<file path="src/rtl/topk_pkg.sv">
// Shared top-k datapath types: sideband control word, sort direction and the
// merge-backend stage-count helper.
package topk_pkg;

   typedef struct packed {
      logic [5:0] id;
      logic       first;
      logic       last;
   } ctrl_t;

   typedef enum logic {
      SORT_DESC = 1'b0,
      SORT_ASC  = 1'b1
   } sort_dir_e;

   function automatic int be_stages(input int n);
      return $clog2(n);
   endfunction

endpackage

</file>
<file path="src/rtl/bitonic_cas_en.sv">
// Registered compare-exchange with enable. lo_o takes the element that belongs at
// the lower index for the requested direction. Tag pair exists under TOPK_BE_IDX_EN.
module bitonic_cas_en
   import topk_pkg::*;
#(
   parameter int DATAWIDTH = 8,
   parameter int IDXWIDTH  = 8
) (
   input  logic                 clk_i,
   input  logic                 rstn_i,
   input  logic                 en_i,
   input  logic                 dir_i,
   input  logic [DATAWIDTH-1:0] a_i,
   input  logic [DATAWIDTH-1:0] b_i,
`ifdef TOPK_BE_IDX_EN
   input  logic [IDXWIDTH-1:0]  a_idx_i,
   input  logic [IDXWIDTH-1:0]  b_idx_i,
   output logic [IDXWIDTH-1:0]  lo_idx_o,
   output logic [IDXWIDTH-1:0]  hi_idx_o,
`endif
   output logic [DATAWIDTH-1:0] lo_o,
   output logic [DATAWIDTH-1:0] hi_o
);

   if (IDXWIDTH < 1) begin : g_bad_idxwidth
      $error("IDXWIDTH must be at least 1");
   end

   logic asc;
   logic swap;

   // Strict comparison only: equal elements never move, keeping tag order stable.
   assign asc  = (sort_dir_e'(dir_i) == SORT_ASC);
   assign swap = asc ? (a_i > b_i) : (b_i > a_i);

   always_ff @(posedge clk_i or negedge rstn_i) begin
      if (!rstn_i) begin
         lo_o <= '0;
         hi_o <= '0;
      end else if (en_i) begin
         lo_o <= swap ? b_i : a_i;
         hi_o <= swap ? a_i : b_i;
      end
   end

`ifdef TOPK_BE_IDX_EN
   always_ff @(posedge clk_i or negedge rstn_i) begin
      if (!rstn_i) begin
         lo_idx_o <= '0;
         hi_idx_o <= '0;
      end else if (en_i) begin
         lo_idx_o <= swap ? b_idx_i : a_idx_i;
         hi_idx_o <= swap ? a_idx_i : b_idx_i;
      end
   end
`endif

endmodule

</file>
<file path="src/rtl/bitonic_merge_be_n.sv">
// Pipelined bitonic merge backend: log2(N) compare-exchange columns behind one global
// enable. Index tags travel with their elements when TOPK_BE_IDX_EN is defined.
module bitonic_merge_be_n
   import topk_pkg::*;
#(
   parameter int DATAWIDTH  = 8,
   parameter int DATALENGTH = 8,
   parameter int IDXWIDTH   = 8
) (
   input  logic                                  clk_i,
   input  logic                                  rstn_i,
   input  logic                                  valid_i,
   output logic                                  ready_o,
   input  logic                                  dir_i,
   input  ctrl_t                                 ctrl_i,
   input  logic [DATALENGTH-1:0][DATAWIDTH-1:0]  x_i,
`ifdef TOPK_BE_IDX_EN
   input  logic [DATALENGTH-1:0][IDXWIDTH-1:0]   x_idx_i,
   output logic [DATALENGTH-1:0][IDXWIDTH-1:0]   y_idx_o,
`endif
   output logic                                  valid_o,
   input  logic                                  ready_i,
   output ctrl_t                                 ctrl_o,
   output logic [DATALENGTH-1:0][DATAWIDTH-1:0]  y_o
);

   localparam int S = be_stages(DATALENGTH);

   if (DATALENGTH < 4 || (DATALENGTH & (DATALENGTH - 1)) != 0) begin : g_bad_length
      $error("DATALENGTH must be a power of two and at least 4");
   end

   logic en;
   logic [DATALENGTH-1:0][DATAWIDTH-1:0] stg [0:S];
`ifdef TOPK_BE_IDX_EN
   logic [DATALENGTH-1:0][IDXWIDTH-1:0]  tg  [0:S];
`endif

   logic  [S:1]   vld_p;
   logic  [S-1:1] dir_p;
   ctrl_t [S:1]   ctrl_p;

   assign en      = ready_i | ~valid_o;
   assign ready_o = en;

   // The last stage's direction would never be consumed, so dir stops one short.
   always_ff @(posedge clk_i or negedge rstn_i) begin
      if (!rstn_i) begin
         vld_p  <= '0;
         dir_p  <= '0;
         ctrl_p <= '0;
      end else if (en) begin
         vld_p[1]  <= valid_i;
         dir_p[1]  <= dir_i;
         ctrl_p[1] <= ctrl_i;
         for (int s = 2; s <= S; s++) begin
            vld_p[s]  <= vld_p[s-1];
            ctrl_p[s] <= ctrl_p[s-1];
         end
         for (int s = 2; s <= S - 1; s++) begin
            dir_p[s] <= dir_p[s-1];
         end
      end
   end

   assign stg[0] = x_i;
`ifdef TOPK_BE_IDX_EN
   assign tg[0]  = x_idx_i;
`endif

   for (genvar s = 1; s <= S; s++) begin : g_stage
      localparam int D = (s == 1) ? 1 : (DATALENGTH >> s);
      logic stage_dir;

      if (s == 1) begin : g_dir
         assign stage_dir = dir_i;
      end else begin : g_dir
         assign stage_dir = dir_p[s-1];
      end

      // Stage 1 folds the second half onto the first; later stages use distance D.
      for (genvar p = 0; p < DATALENGTH / 2; p++) begin : g_cas
         localparam int LO = (s == 1) ? p : ((p / D) * 2 * D + (p % D));
         localparam int HI = (s == 1) ? (DATALENGTH - 1 - p) : (LO + D);

         bitonic_cas_en #(
            .DATAWIDTH (DATAWIDTH),
            .IDXWIDTH  (IDXWIDTH)
         ) u_cas (
            .clk_i    (clk_i),
            .rstn_i   (rstn_i),
            .en_i     (en),
            .dir_i    (stage_dir),
            .a_i      (stg[s-1][LO]),
            .b_i      (stg[s-1][HI]),
`ifdef TOPK_BE_IDX_EN
            .a_idx_i  (tg[s-1][LO]),
            .b_idx_i  (tg[s-1][HI]),
            .lo_idx_o (tg[s][LO]),
            .hi_idx_o (tg[s][HI]),
`endif
            .lo_o     (stg[s][LO]),
            .hi_o     (stg[s][HI])
         );
      end
   end

   assign valid_o = vld_p[S];
   assign ctrl_o  = ctrl_p[S];
   assign y_o     = stg[S];
`ifdef TOPK_BE_IDX_EN
   assign y_idx_o = tg[S];
`endif

endmodule

</file>
<file path="config.mk">
export PLATFORM = sky130hd
export DESIGN_NAME = bitonic_merge_be_n
export DESIGN_NICKNAME = d
export VERILOG_FILES = /design/src/rtl/topk_pkg.sv /design/src/rtl/bitonic_cas_en.sv /design/src/rtl/bitonic_merge_be_n.sv
export SDC_FILE = /design/constraint.sdc
export NUM_CORES = 1
export LEC_CHECK = 0
export CAP_MARGIN = 20
export CORE_MARGIN = 5
export CORE_UTILIZATION = 44
export CTS_CLUSTER_SIZE = 12
export DETAILED_ROUTE_END_ITERATION = 7
export GPL_TIMING_DRIVEN = 0
export SYNTH_ARGS = -nofsm -noshare
export SYNTH_HDL_FRONTEND = slang
export SYNTH_SLANG_ARGS = --single-unit
</file>
<file path="constraint.sdc">
create_clock -name clk_i -period 4.5 [get_ports clk_i]
set_input_delay 1.125 -clock clk_i [delete_from_list [all_inputs] [get_ports clk_i]]
set_output_delay 1.125 -clock clk_i [all_outputs]
set_load 0.02 [all_outputs]
</file>
* Word level (Yosys, flattened, before mapping) *
Index checks and enable logic that the tools add are counted.

storage, ports and cells
  register bits = 221

operators by class
  bitwise logic cells = 2
  multiplexer cells = 36
  magnitude comparators = 24

operators by type and width
  cell                number
  > comparator 8 bit  24
  2-to-1 mux 8 bit    24
  2-to-1 mux 1 bit    12
  inverter 1 bit      1
  OR 1 bit            1

* Longest topological paths before layout *
  depth after elaboration = 3
  mapped depth = 8
  mapped depth without buffers = 7

* Cells and area by module *
From an unflattened synthesis, not the netlist that was laid out.

unflattened totals
  cells, all modules = 1499
  area, all modules = 14423.8 um^2

modules (own cells, without submodules)
  module              seq. area each (um^2)  times used  cells each  area each (um^2)
  bitonic_cas_en      400.4                  12          119         1102.3
  bitonic_merge_be_n  725.7                  1           71          1196.1

* Worst setup path before layout *
No wires, ideal clock.

  kind = input to output
  start = in ready_i
  end = out ready_o
  path slack = 1.399 ns
  stages on the path = 6
  data required time = 3.375 ns
  arrival = 1.976 ns
  path through = nor2b_1 buf_2 inv_1 buf_4 buf_2 buf_2

between the ends
  word-level cells in the longest chain between the ends = 1

ends and longest elaborated chain
  what                line                      text
  start: declaration  bitonic_merge_be_n.sv:22  input logic ready_i,
  OR 1 bit            bitonic_merge_be_n.sv:43  assign en = ready_i | ~valid_o;
  end: declaration    bitonic_merge_be_n.sv:13  output logic ready_o,

Every way passes these cells.

* Worst setup path after layout *
Same ends and word-level chain as after synthesis.

==> results.yml <==
outcome:
  run_status: "finished clean"
drt:
  remaining_drc_errors: 0
  dr_total_vias: 12260
  final_antenna_net_count: 0
  post_drt_wl_per_cell_um: 20.21
  detail_route.wirelength_um: 43370
  vias_per_cell: 5.713
  drt-pass1-iter-count: 5
  initialDrtViolationCount: 966
setup_path:
  rr_worst_depth: 8
  critical_path.n_buffers_inverters: 7
  critPathSlowestCell: "sky130_fd_sc_hd__clkdlybuf4s50_1"
  timing.critical_path.arrival_ns: 2.98
  crit_family: "buffers and inverters"
  critical-path-max-stage-delay_ns: 0.45
  crit_type: "input pin to output port"
  worst_setup_path_end_kind: "output port"
  worstSetupStartpointType: "input pin"
  cp_depth: 8
  crit_top_cell: "sky130_fd_sc_hd__buf_2"
  crit_fanout: 10
  data_required_time_of_the_worst_path_ns: 3.38
  crit_path_cell_trace: "clkdlybuf4s50_1, nor2b_1, buf_2, inv_1, buf_4, buf_2, buf_2, dlymetal6s2s_1"
floorplan:
  core-area_um2: 31560
  die_height_um: 188.6
  row_count: 65
  floorplan.die.width_um: 188.6
  initial_utilization: 0.4446
  floorplan.io_pins: 151
  design.die.area_um2: 35550
synthesis:
  synth-seq-area-share: 0.3942
  post_synth.cell_area_avg_um2: 9.056
  synthesis.area_um2: 14030
  synth_ff_type: "sky130_fd_sc_hd__dfrtp_1"
  syn_nets: 1722
  synth.distinct_cells: 28
  ys_ff_latch: 221
  yosys_warnings: 0
  synth_edf_count: 0
  post_synth_inst_count: 1549
  synth-async-reset-ratio: 1.000
timing:
  grt_setup_unrepaired: "no"
  worst_clock_skew_ns: 0.01223
  setup_tns_ns: 0
  maxSlewViolCount: 0
  share_of_the_cycle_needed_by_the_critical_path_after_routing: 0.9115
  worstMarginPinSlew_ns: 0.8746
  min_period_ns: 4.102
  max_freq_mhz: 243.8
  setup_viol: 0
  final_hold_viol_count: 0
  worst_slew_margin_rel: 0.4169
place:
  placedCellCount: 2102
  detailed_place_hpwl_um: 33400
  port-buffer-count: 150
  placedInstanceArea_um2: 16070
  last_weighted_congestion_value_of_the_routability_driven_placer: 0.9008
cts:
  cts.clk_slew.worst_paths_ns: 0.06
  cts.sink_count: 221
  cts.htree.levels: 1
  cts_hold_buffers: 0
  clock_tree.buffer_depth: 3
  cts_tree: "done"
  cts.root.buffer_cell: "sky130_fd_sc_hd__clkbuf_16"
  worst_skew_pair.late_latency_ns: 0.54
  cts_made_buffers: 26
power_and_ir_drop:
  p_per_area_nw_per_um2: 729.5
  vdd.ir_drop.worst_v: 0.0003914
  power_leakage_nw: 7.883
  total_power_mw: 12.31
cells_and_area:
  nNetsFinal: 1901
  final_area_um2: 16870
  postLayoutCoreUtil: 0.5348
  antenna_cells_inserted: 0
  final_cell_mix: "sky130_fd_sc_hd__a21oi_1, sky130_fd_sc_hd__dfrtp_1, sky130_fd_sc_hd__mux2i_1"
  layoutNonFillerInstCount: 2146
  syn2layout_area_growth_pct: 20.29
  mostFrequentLayoutCell: "sky130_fd_sc_hd__a21oi_1"
  final_layout_size_suffix_gt1_frac: 0.05161
job:
  max-cap-violations: 0
grt:
  grt_first_pass_wirelength_um: 68520
  antenna_violations_before_repair: 0
  maximum_number_of_pins_on_one_net_before_global_route_repair: 116
  grt_overflow: 0
  grt_pass1_vias: 12100
  global_route.usage.total: 0.2391
hold_path:
  timing.hold.worst.class: "flip-flop to flip-flop"
  min_delay_path_depth: 2
## state kept, by name, indices dropped and copies added, names as in the netlist
signal and cells:
g_stage.g_cas.u_cas.hi_o 96, g_stage.g_cas.u_cas.lo_o 96, ctrl_p 16, ctrl_o 8, vld_p 3, dir_p 2
## kinds of logic after synthesis
family,share of synthesized area
multiplexers,0.1370
adder cells (fa/ha/maj),0.08562
flip-flops,0.3942
buffers and inverters,0.06225
AO/OA/AOI/OAI,0.2059
AND/OR/NAND/NOR,0.1151
## cell usage after synthesis, types with 10 or more instances
cell	instances	area [um^2]
sky130_fd_sc_hd__a211o_1	12	105.1
sky130_fd_sc_hd__a21oi_1	424	2122
sky130_fd_sc_hd__and2_1	96	600.6
sky130_fd_sc_hd__buf_2	23	115.1
sky130_fd_sc_hd__buf_4	12	90.09
sky130_fd_sc_hd__clkbuf_1	49	183.9
sky130_fd_sc_hd__dfrtp_1	221	5530
sky130_fd_sc_hd__ha_1	96	1201
sky130_fd_sc_hd__inv_1	106	397.9
sky130_fd_sc_hd__mux2i_1	192	1922
sky130_fd_sc_hd__nand2_1	92	345.3
sky130_fd_sc_hd__nand2b_1	11	68.82
sky130_fd_sc_hd__nand4_1	24	150.1
sky130_fd_sc_hd__nor2_1	98	367.9
sky130_fd_sc_hd__nor2b_1	13	81.33
sky130_fd_sc_hd__o211ai_1	22	165.2
sky130_fd_sc_hd__o21ai_1	10	50.05
## worst min-delay path, delay by kind of cell, from the launching register on
family,cells,cell delay [ns]
flops,1,0.33
simple gates,2,0.09
## worst paths after layout
check | slack (ns) | endpoint | start
setup / recovery | 0.40 | ready_o | ready_i
hold / removal | 0.46 | vld_p[2]$_DFFE_PN0P_ | vld_p[2]$_DFFE_PN0P_
setup reg to reg | 2.19 | g_stage[2].g_cas[3].u_cas.hi_o[0]$_DFFE_PN0P_ | vld_p[3]$_DFFE_PN0P_
hold reg to reg | 0.46 | vld_p[2]$_DFFE_PN0P_ | vld_p[2]$_DFFE_PN0P_
max in group asynchronous | 2.81 | g_stage[2].g_cas[0].u_cas.lo_o[2]$_DFFE_PN0P_ | rstn_i
min in group asynchronous | 0.63 | g_stage[1].g_cas[2].u_cas.lo_o[2]$_DFFE_PN0P_ | rstn_i
## stage by stage
stage,hold slack [ns],setup WS (ns)
2_1_floorplan,0.4300,1.399
6_report,0.4565,0.3982
3_3_place_gp,0.4448,-7.593
4_1_cts,0.4603,0.01787
3_5_place_dp,0.4471,0.02356
5_1_grt,0.4827,0.3099
## where the power goes
group	leakage, nW	internal [mW]	switching [mW]
logic	4.79	2.86	3.68
registers	2.70	2.87	0.890
clock network	0.397	1.19	0.827
## routing by layer
| layer | track usage | vias to the layer above | routed length (um) | share of wire |
|---|---|---|---|---|
| li1 | - | 5841 | - | - |
| met1 | 0.3456 | 5944 | 20380 | 0.47 |
| met2 | 0.3693 | 385 | 18760 | 0.43 |
| met3 | 0.03631 | 90 | 2586 | 0.060 |
| met4 | 0.07988 | 0 | 1645 | 0.038 |
| met5 | 0 | - | 0 | 0 |
## cell type report
cell class | instances | area, um^2
Timing Repair Buffer | 151 | 1536
Buffer | 94 | 475.5
Clock inverter | 3 | 18.77
Fill cell | 2901 | 14680
Multi-Input combinational cell | 1128 | 7625
Sequential cell | 221 | 5530
Inverter | 106 | 397.9
Tap cell | 402 | 503.0
Clock buffer | 41 | 788.3
## timing repair
item | CTS | global route
buffers inserted | 0 | 0
resized for setup | 0 | 1
setup endpoints to repair | 0 | 1
Note: power is estimated with default switching activity, not from simulation.
